$ cat config.mk
export PLATFORM = sky130hd
export DESIGN_NAME = guess_tracker
export DESIGN_NICKNAME = d
export VERILOG_FILES = /design/src/rtl/guess_tracker.sv
export SDC_FILE = /design/constraint.sdc
export NUM_CORES = 1
export LEC_CHECK = 0
export CAP_MARGIN = 20
export CORE_MARGIN = 8
export CORE_UTILIZATION = 36
export CTS_BUF_LIST = sky130_fd_sc_hd__clkbuf_4 sky130_fd_sc_hd__clkbuf_8
export CTS_CLUSTER_SIZE = 10
export DETAILED_ROUTE_END_ITERATION = 8
export PLACE_DENSITY = 0.57
export REMOVE_ABC_BUFFERS = 1
export SYNTH_ARGS = -nofsm -noshare
export SYNTH_HDL_FRONTEND = slang
export SYNTH_SLANG_ARGS = --single-unit
$ cat constraint.sdc
create_clock -name clk -period 3.5 [get_ports clk]
set_clock_uncertainty 0.05 [all_clocks]
set_input_delay 0.35 -clock clk [delete_from_list [all_inputs] [get_ports clk]]
set_output_delay 0.35 -clock clk [all_outputs]
set_load 0.05 [all_outputs]
$ cat src/rtl/guess_tracker.sv
// Secret-number holder and guess checker feeding the difficulty/win-lose FSM.
// Tracks round, wrong-guess and countdown counts per level and emits an aligned confirm pulse.
module guess_tracker #(
    parameter int         TICK_DIV    = 50_000_000,
    parameter logic [6:0] TIMER_START = 7'd99
) (
    input  logic       clk,
    input  logic       restart,
    input  logic       confirm_btn,
    input  logic [9:0] guess,
    input  logic [1:0] max_digit,
    output logic [2:0] incorrect_guesses,
    output logic [2:0] round,
    output logic [6:0] timer,
    output logic       confirm_out,
    output logic       too_high,
    output logic       too_low,
    output logic [9:0] target
);

    localparam int             PW       = $clog2(TICK_DIV);
    localparam logic [PW-1:0]  PRE_LAST = PW'(TICK_DIV - 1);

    typedef enum logic [1:0] {
        IDLE = 2'd0,
        GEN  = 2'd1,
        PLAY = 2'd2,
        HALT = 2'd3
    } state_t;

    function automatic logic [9:0] level_limit(input logic [1:0] digits);
        logic [9:0] lim;
        case (digits)
            2'd1:    lim = 10'd10;
            2'd2:    lim = 10'd100;
            2'd3:    lim = 10'd1000;
            default: lim = 10'd0;
        endcase
        return lim;
    endfunction

    function automatic logic [2:0] sat_inc(input logic [2:0] value);
        logic [2:0] next;
        if (value == 3'd7) begin
            next = 3'd7;
        end else begin
            next = value + 3'd1;
        end
        return next;
    endfunction

    state_t        state_r;
    logic          sync1_r;
    logic          sync2_r;
    logic          sync3_r;
    logic [9:0]    lfsr_r;
    logic [1:0]    prev_digit_r;
    logic [PW-1:0] prescaler_r;

    logic          press_s;
    logic          level_evt_s;
    logic          tick_s;
    logic          guess_high_s;
    logic [9:0]    limit_s;
    logic [9:0]    candidate_s;

    // Decode press edge, level events, timer tick and guess comparison.
    always_comb begin
        press_s     = sync2_r & ~sync3_r;
        level_evt_s = (max_digit != prev_digit_r);
        limit_s     = level_limit(max_digit);
        candidate_s = lfsr_r - 10'd1;
        tick_s      = (prescaler_r == PRE_LAST);
        // Out-of-range guesses are always reported as too high.
        if (guess >= limit_s) begin
            guess_high_s = 1'b1;
        end else begin
            guess_high_s = (guess > target);
        end
    end

    // Button synchroniser with edge-detect stage, and free-running LFSR.
    always_ff @(posedge clk or negedge restart) begin
        if (!restart) begin
            sync1_r <= 1'b0;
            sync2_r <= 1'b0;
            sync3_r <= 1'b0;
            lfsr_r  <= 10'h001;
        end else begin
            sync1_r <= confirm_btn;
            sync2_r <= sync1_r;
            sync3_r <= sync2_r;
            lfsr_r  <= {lfsr_r[8:0], lfsr_r[9] ^ lfsr_r[6]};
        end
    end

    // Game state machine with registered counters, hints and confirm pulse.
    always_ff @(posedge clk or negedge restart) begin
        if (!restart) begin
            state_r           <= IDLE;
            prev_digit_r      <= 2'd0;
            prescaler_r       <= '0;
            round             <= 3'd0;
            incorrect_guesses <= 3'd0;
            timer             <= TIMER_START;
            confirm_out       <= 1'b0;
            too_high          <= 1'b0;
            too_low           <= 1'b0;
            target            <= 10'd0;
        end else begin
            confirm_out  <= 1'b0;
            prev_digit_r <= max_digit;
            if (level_evt_s) begin
                if (max_digit != 2'd0) begin
                    round             <= 3'd0;
                    incorrect_guesses <= 3'd0;
                    timer             <= TIMER_START;
                    prescaler_r       <= '0;
                    too_high          <= 1'b0;
                    too_low           <= 1'b0;
                    state_r           <= GEN;
                end else begin
                    state_r <= HALT;
                end
            end else begin
                // The countdown keeps running while a fresh secret is drawn.
                if (state_r == GEN || state_r == PLAY) begin
                    if (tick_s) begin
                        prescaler_r <= '0;
                        if (timer != 7'd0) begin
                            timer <= timer - 7'd1;
                        end
                    end else begin
                        prescaler_r <= prescaler_r + PW'(1);
                    end
                end
                case (state_r)
                    IDLE: state_r <= IDLE;
                    HALT: state_r <= HALT;
                    GEN: begin
                        if (candidate_s < limit_s) begin
                            target  <= candidate_s;
                            state_r <= PLAY;
                        end
                    end
                    PLAY: begin
                        if (press_s) begin
                            confirm_out <= 1'b1;
                            if (guess == target) begin
                                round    <= sat_inc(round);
                                too_high <= 1'b0;
                                too_low  <= 1'b0;
                                state_r  <= GEN;
                            end else begin
                                incorrect_guesses <= sat_inc(incorrect_guesses);
                                too_high          <= guess_high_s;
                                too_low           <= ~guess_high_s;
                            end
                        end
                    end
                    default: state_r <= IDLE;
                endcase
            end
        end
    end

endmodule

; After elaboration in Yosys (flattened, before gate mapping)
; Index checks and enable logic that the tools add are counted.
[totals]
word_cells = 100
latch_bits = 0
regBits = 69
input_bits = 15
mem_bits_ro = 0
n_memories = 0
out_inout_bits = 26
ramBits = 0
[op_classes]
n_mux = 40
magnitude_cmp = 3
n_eq_ne = 16
bitwise = 5
reduce_logical = 17
mul = 0
n_shift = 0
div = 0
n_addsub = 5
[ops]
columns = cell, n
row1 = 26-bit two-way mux, 4
row2 = 7-bit two-way mux, 5
row3 = 3-bit two-way mux, 11
row4 = 10-bit one-hot mux with 3 select lines, 1
row5 = "26-bit by 1-bit adder with 26-bit output, second input constant", 1
row6 = "26-bit == test, second input constant", 1
row7 = 2-bit nonzero test, 7
row8 = 1-bit two-way mux, 13
row9 = 4-bit AND reduction, 3
row10 = 10-bit == test, 1
row11 = 10-bit >= comparator, 1
row12 = 10-bit greater-than comparator, 1
row13 = 10-bit < comparator, 1
row14 = 2-bit two-way mux, 5
row15 = "10-bit by 1-bit subtractor with 10-bit output, second input constant", 1
row16 = 3-bit AND reduction, 3
row17 = "2-bit == test, second input constant", 4
row18 = 2-bit one-hot mux with 4 select lines, 1
row19 = 7-bit nonzero test, 1
row20 = "7-bit by 1-bit subtractor with 7-bit output, second input constant", 1
row21 = "3-bit by 1-bit adder with 3-bit output, second input constant", 2
row22 = "3-bit == test, second input constant", 2
row23 = "3-bit by 2-bit != test with 1-bit output, second input constant", 2
row24 = "2-bit by 1-bit == test with 1-bit output, second input constant", 2
row25 = 10 further kinds, 12

; Logic depth before layout (Yosys ltp)
[logic_depth]
ltp_word = 9
depth_mapped = 10
mapped_depth_nobuf = 10

; Worst setup path after synthesis
; No wires, ideal clock.
[synth_timing]
path_type = register -> register
startpoint = reg lfsr_r[3]
endpoint = reg target[0]
required_time_ns = 3.325
setup_time_ns = 0.125
slack_ns = 0.512
synth_period_minus_slack_ns = 2.988
arrival_ns = 2.813
path_buffers = 0
stages_incl_launch_ff = 11
cell_sequence = dfrtp_1 > nor4_1 > nand2b_1 > nor3b_1 > xor2_1 > ha_1 > a21oi_1 > a21boi_0 > a311o_1 > nor3_4 > mux2_2
[synth_between]
elab_chain_len = 3
[synth_rtl]
columns = element, line
row1 = start: declaration, 56  ; logic [9:0] lfsr_r;
row2 = start signal: assignment, 93  ; lfsr_r <= {lfsr_r[8:0], lfsr_r[9] ^ lfsr_r[6]};
row3 = 10-bit by 1-bit subtractor with 10-bit output, 72  ; candidate_s = lfsr_r - 10'd1;
row4 = named net candidate_s[8], 65  ; logic [9:0] candidate_s;
row5 = 10-bit < comparator, 141  ; if (candidate_s < limit_s) begin
row6 = 3-bit AND reduction (no source line), -
row7 = end signal: assignment, 142  ; target <= candidate_s;
row8 = end: declaration, 18  ; output logic [9:0] target
; The timed path passes the listed nets, and every way through them passes these cells.
; A chain may end at the register's enable or synchronous reset.

; Worst setup path in the final report
[layout_timing]
startpoint = reg lfsr_r[2]
endpoint = reg target[3]
; The elaborated chain is that of the path after synthesis.

==> reports/results.tsv <==
metric	value	unit
timing.critical_path.fanout_max	9	
syn-mean-instance-area	9.80	µm²
syn_inst	428	
grt_antenna_before_repair	0	
core-area	0.0114	mm²
tightestPinTransition	786	ps
ys_async_sr_fraction	100	%
die_width	124	µm
synthDominantCellAreaShare	38.2	%
dieHeight	124	µm
holdCritPathClass	primary input to asynchronous set/reset pin	
clock_tree.buffer_depth	2	
p_int	1.49	mW
cts_hold_buf	0	
synth_top_cells_by_area	dfrtp_1, ha_1, inv_1	
final.setup.tns	0	ps
worstSetupStartpointType	flip-flop	
route.detailed.wl_per_inst	15.8	µm
stdcell_count	624	
critical_path.startpoint	lfsr_r[2]$_DFF_PN0_	
run_status	completed	
final_standard_cell_utilization_of_the_core	43.9	%
drt_drc_violations_left	0	
cp_data_required_time	3690	ps
grt_start_max_net_pins	39	
syn_area	0.00419	mm²
p_sw	0.768	mW
source_to_sink_clock_delay_at_the_later_pin_of_the_worst_skew_pair	350	ps
slowest_stage	dfrtp_1	
post-cts-setup-buffers	0	
net_sw_share	34.0	%
ioPinCount	41	
final_max_slew_viol_count	0	
rows	39	
max-slew-margin-rel	47.4	%
dpl.cell_count	608	
cts-resized-gates	0	
drv_cap	0	
nets	525	
report.final.setup_viol	0	
layout-drive-gt1-share	10.8	%
port_buffers	40	
layout_worst_path_cycle_share	92.7	%
final_antenna_net_count	0	
power.density	451	mW/mm²
yosys_register_bits	69	
clock.fmax	308	MHz
clk_pin_slew_worst_paths	80	ps
synth-edff-count	0	
global_route.usage.total	13.7	%
p_seq_share	40.0	%
power_leakage	2.28	nW
yosysUniqueCellTypes	59	
via_total_after_detailed_routing	3419	
critical-path-top-delay-family	simple AND/OR/NAND/NOR gates	
fill_cells	1129	
drt_first_pass_iters	5	
cts_root_buf	clkbuf_8	
cp.buffers_inverters	1	
power.share.combinational	27.6	%
globalRouteOverflowTotal	0	
ys_seq_area_share	41.3	%
hold_viol_final	0	
fin_crit	3250	ps
maximum_cell_stage_delay_along_the_critical_path	450	ps
first_global_vias	3451	
wire_length_of_the_first_global_routing_pass	16.9	mm
power_frac_clock	32.3	%
total_power	2.26	mW
synth_largest_area_cell	dfrtp_1	
r2r-start	lfsr_r[2]$_DFF_PN0_	
dominantRegCellSynth	dfrtp_1	
worstSetupEndpointType	flip-flop	
ir_drop	206	µV
yosys_warnings	0	
ys_top_cells_by_count	dfrtp_1, inv_1, ha_1	
yosys.cell_count.top_type	dfrtp_1	
drt-total-wl	9.88	mm
area_growth	19.5	%
worst_ep_arrival_time	3430	ps
number_of_levels_the_h_tree_was_split_into	3	
dieArea	0.0154	mm²
detail_route.iter0.violations	260	
gpl.final_weighted_congestion	0.776	
cts-buffers-inserted	9	
rsz0062_at_grt	false	
start_util	36.7	%
hold_slack	11.8	ps
cts_tree	yes	
num_antenna_cells	0	
criticalPathCategory	flip-flop to flip-flop	
vias_per_cell	5.48	
clock_sinks	69	
worstPathCellList	nor4_1 > nand2b_1 > nor3b_1 > xor2_1 > ha_1 > a21oi_1 > a21boi_0 > a311o_1 > nor3_4 > buf_4 > mux2_2	
dpl.hpwl	7.39	mm
## power by group through the flow
stage,clock network (mW),registers [mW],logic [mW]
after floorplan,0,1.06,0.264
after global placement,0,0.918,0.617
after detailed placement,0,0.921,0.631
after CTS,0.755,0.905,0.633
after global routing,0.794,0.913,0.692
final,0.731,0.904,0.625
## path summary, 6_finish.rpt
check	endpoint	slack, ps	depth (start not counted)
max reg2reg	target[3]$_DFFE_PN0P_	250	11
min reg2reg	sync2_r$_DFF_PN0_	300	0
max	target[3]$_DFFE_PN0P_	250	11
min in group clk	sync2_r$_DFF_PN0_	300	0
max in group asynchronous	timer[6]$_DFFE_PN1P_	2660	2
min	target[7]$_DFFE_PN0P_	10	1
## sequential cells by signal, indices dropped and copies added, names as in the netlist, 2 cells and up
signal and flops:
incorrect_guesses 3, lfsr_r 10, prescaler_r 26, prev_digit_r 2, round 3, state_r 2, target 10, timer 7
## cell families after synthesis
| family | Yosys count | share of synthesized area, % |
|---|---|---|
| xor gates and xnor gates | 11 | 2.30 |
| adders and majority gates | 34 | 10.1 |
| muxes | 18 | 4.62 |
| DFF | 69 | 41.3 |
| AOI/OAI and AO/OA | 107 | 17.5 |
| buffers and inverters | 48 | 4.47 |
| and+or+nand+nor | 141 | 19.7 |
## cell usage in the layout, fill, tap and decap left out, drive strengths merged, types with 3 or more instances in the layout
master	count
mux2i	7
o21a	4
o21ai	24
or3	13
nor2b	5
a211o	3
nor2	15
dfrtp	64
nand2b	5
xnor2	4
and2	7
dfstp	5
o211ai	4
clkdlybuf4s50	39
nor3	17
nand2	24
a21oi	24
or4	4
clkbuf	9
mux2	11
xor2	7
clkinv	3
a22o	6
ha	34
nand3	16
nor3b	4
a211oi	6
nand4	8
a21o	12
buf	8
nor4	6
inv	39
and3	10
and4	3
## layer usage
| metal | vias up | track usage (%) | wire length (µm) |
|---|---|---|---|
| met5 | - | 0 | 0 |
| met4 | 0 | 3.49 | 98 |
| met3 | 7 | 4.08 | 564 |
| met2 | 73 | 21.8 | 4520 |
| met1 | 1667 | 17.8 | 4700 |
| li1 | 1672 | - | - |
## worst reg2reg max path, stage by stage, from the launching register on
cell	delay (ps)
dfrtp_1	450
nor4_1	410
nand2b_1	160
nor3b_1	250
xor2_1	220
ha_1	290
a21oi_1	140
a21boi_0	100
a311o_1	370
nor3_4	140
buf_4	210
mux2_2	350
## final cells by class
cell class	count	area (µm²)	share of cell area, %
clock buffers	9	124	2.47
clock inverters	7	98.8	1.97
inverters	38	143	2.85
multi-input cells	311	2270	45.4
flip-flops and latches	69	1730	34.6
well taps	143	179	3.57
repair buffers	47	460	9.19
## per-stage QoR
stage / area [µm²] / setup slack, ps
floorplan: 4150 / 512
detailed placement: 4790 / 290
global route: 5010 / 95.3
finish: 5010 / 254
global placement: 4790 / 342
CTS: 5010 / 250
No activity file was read; power rests on OpenSTA's default activity.
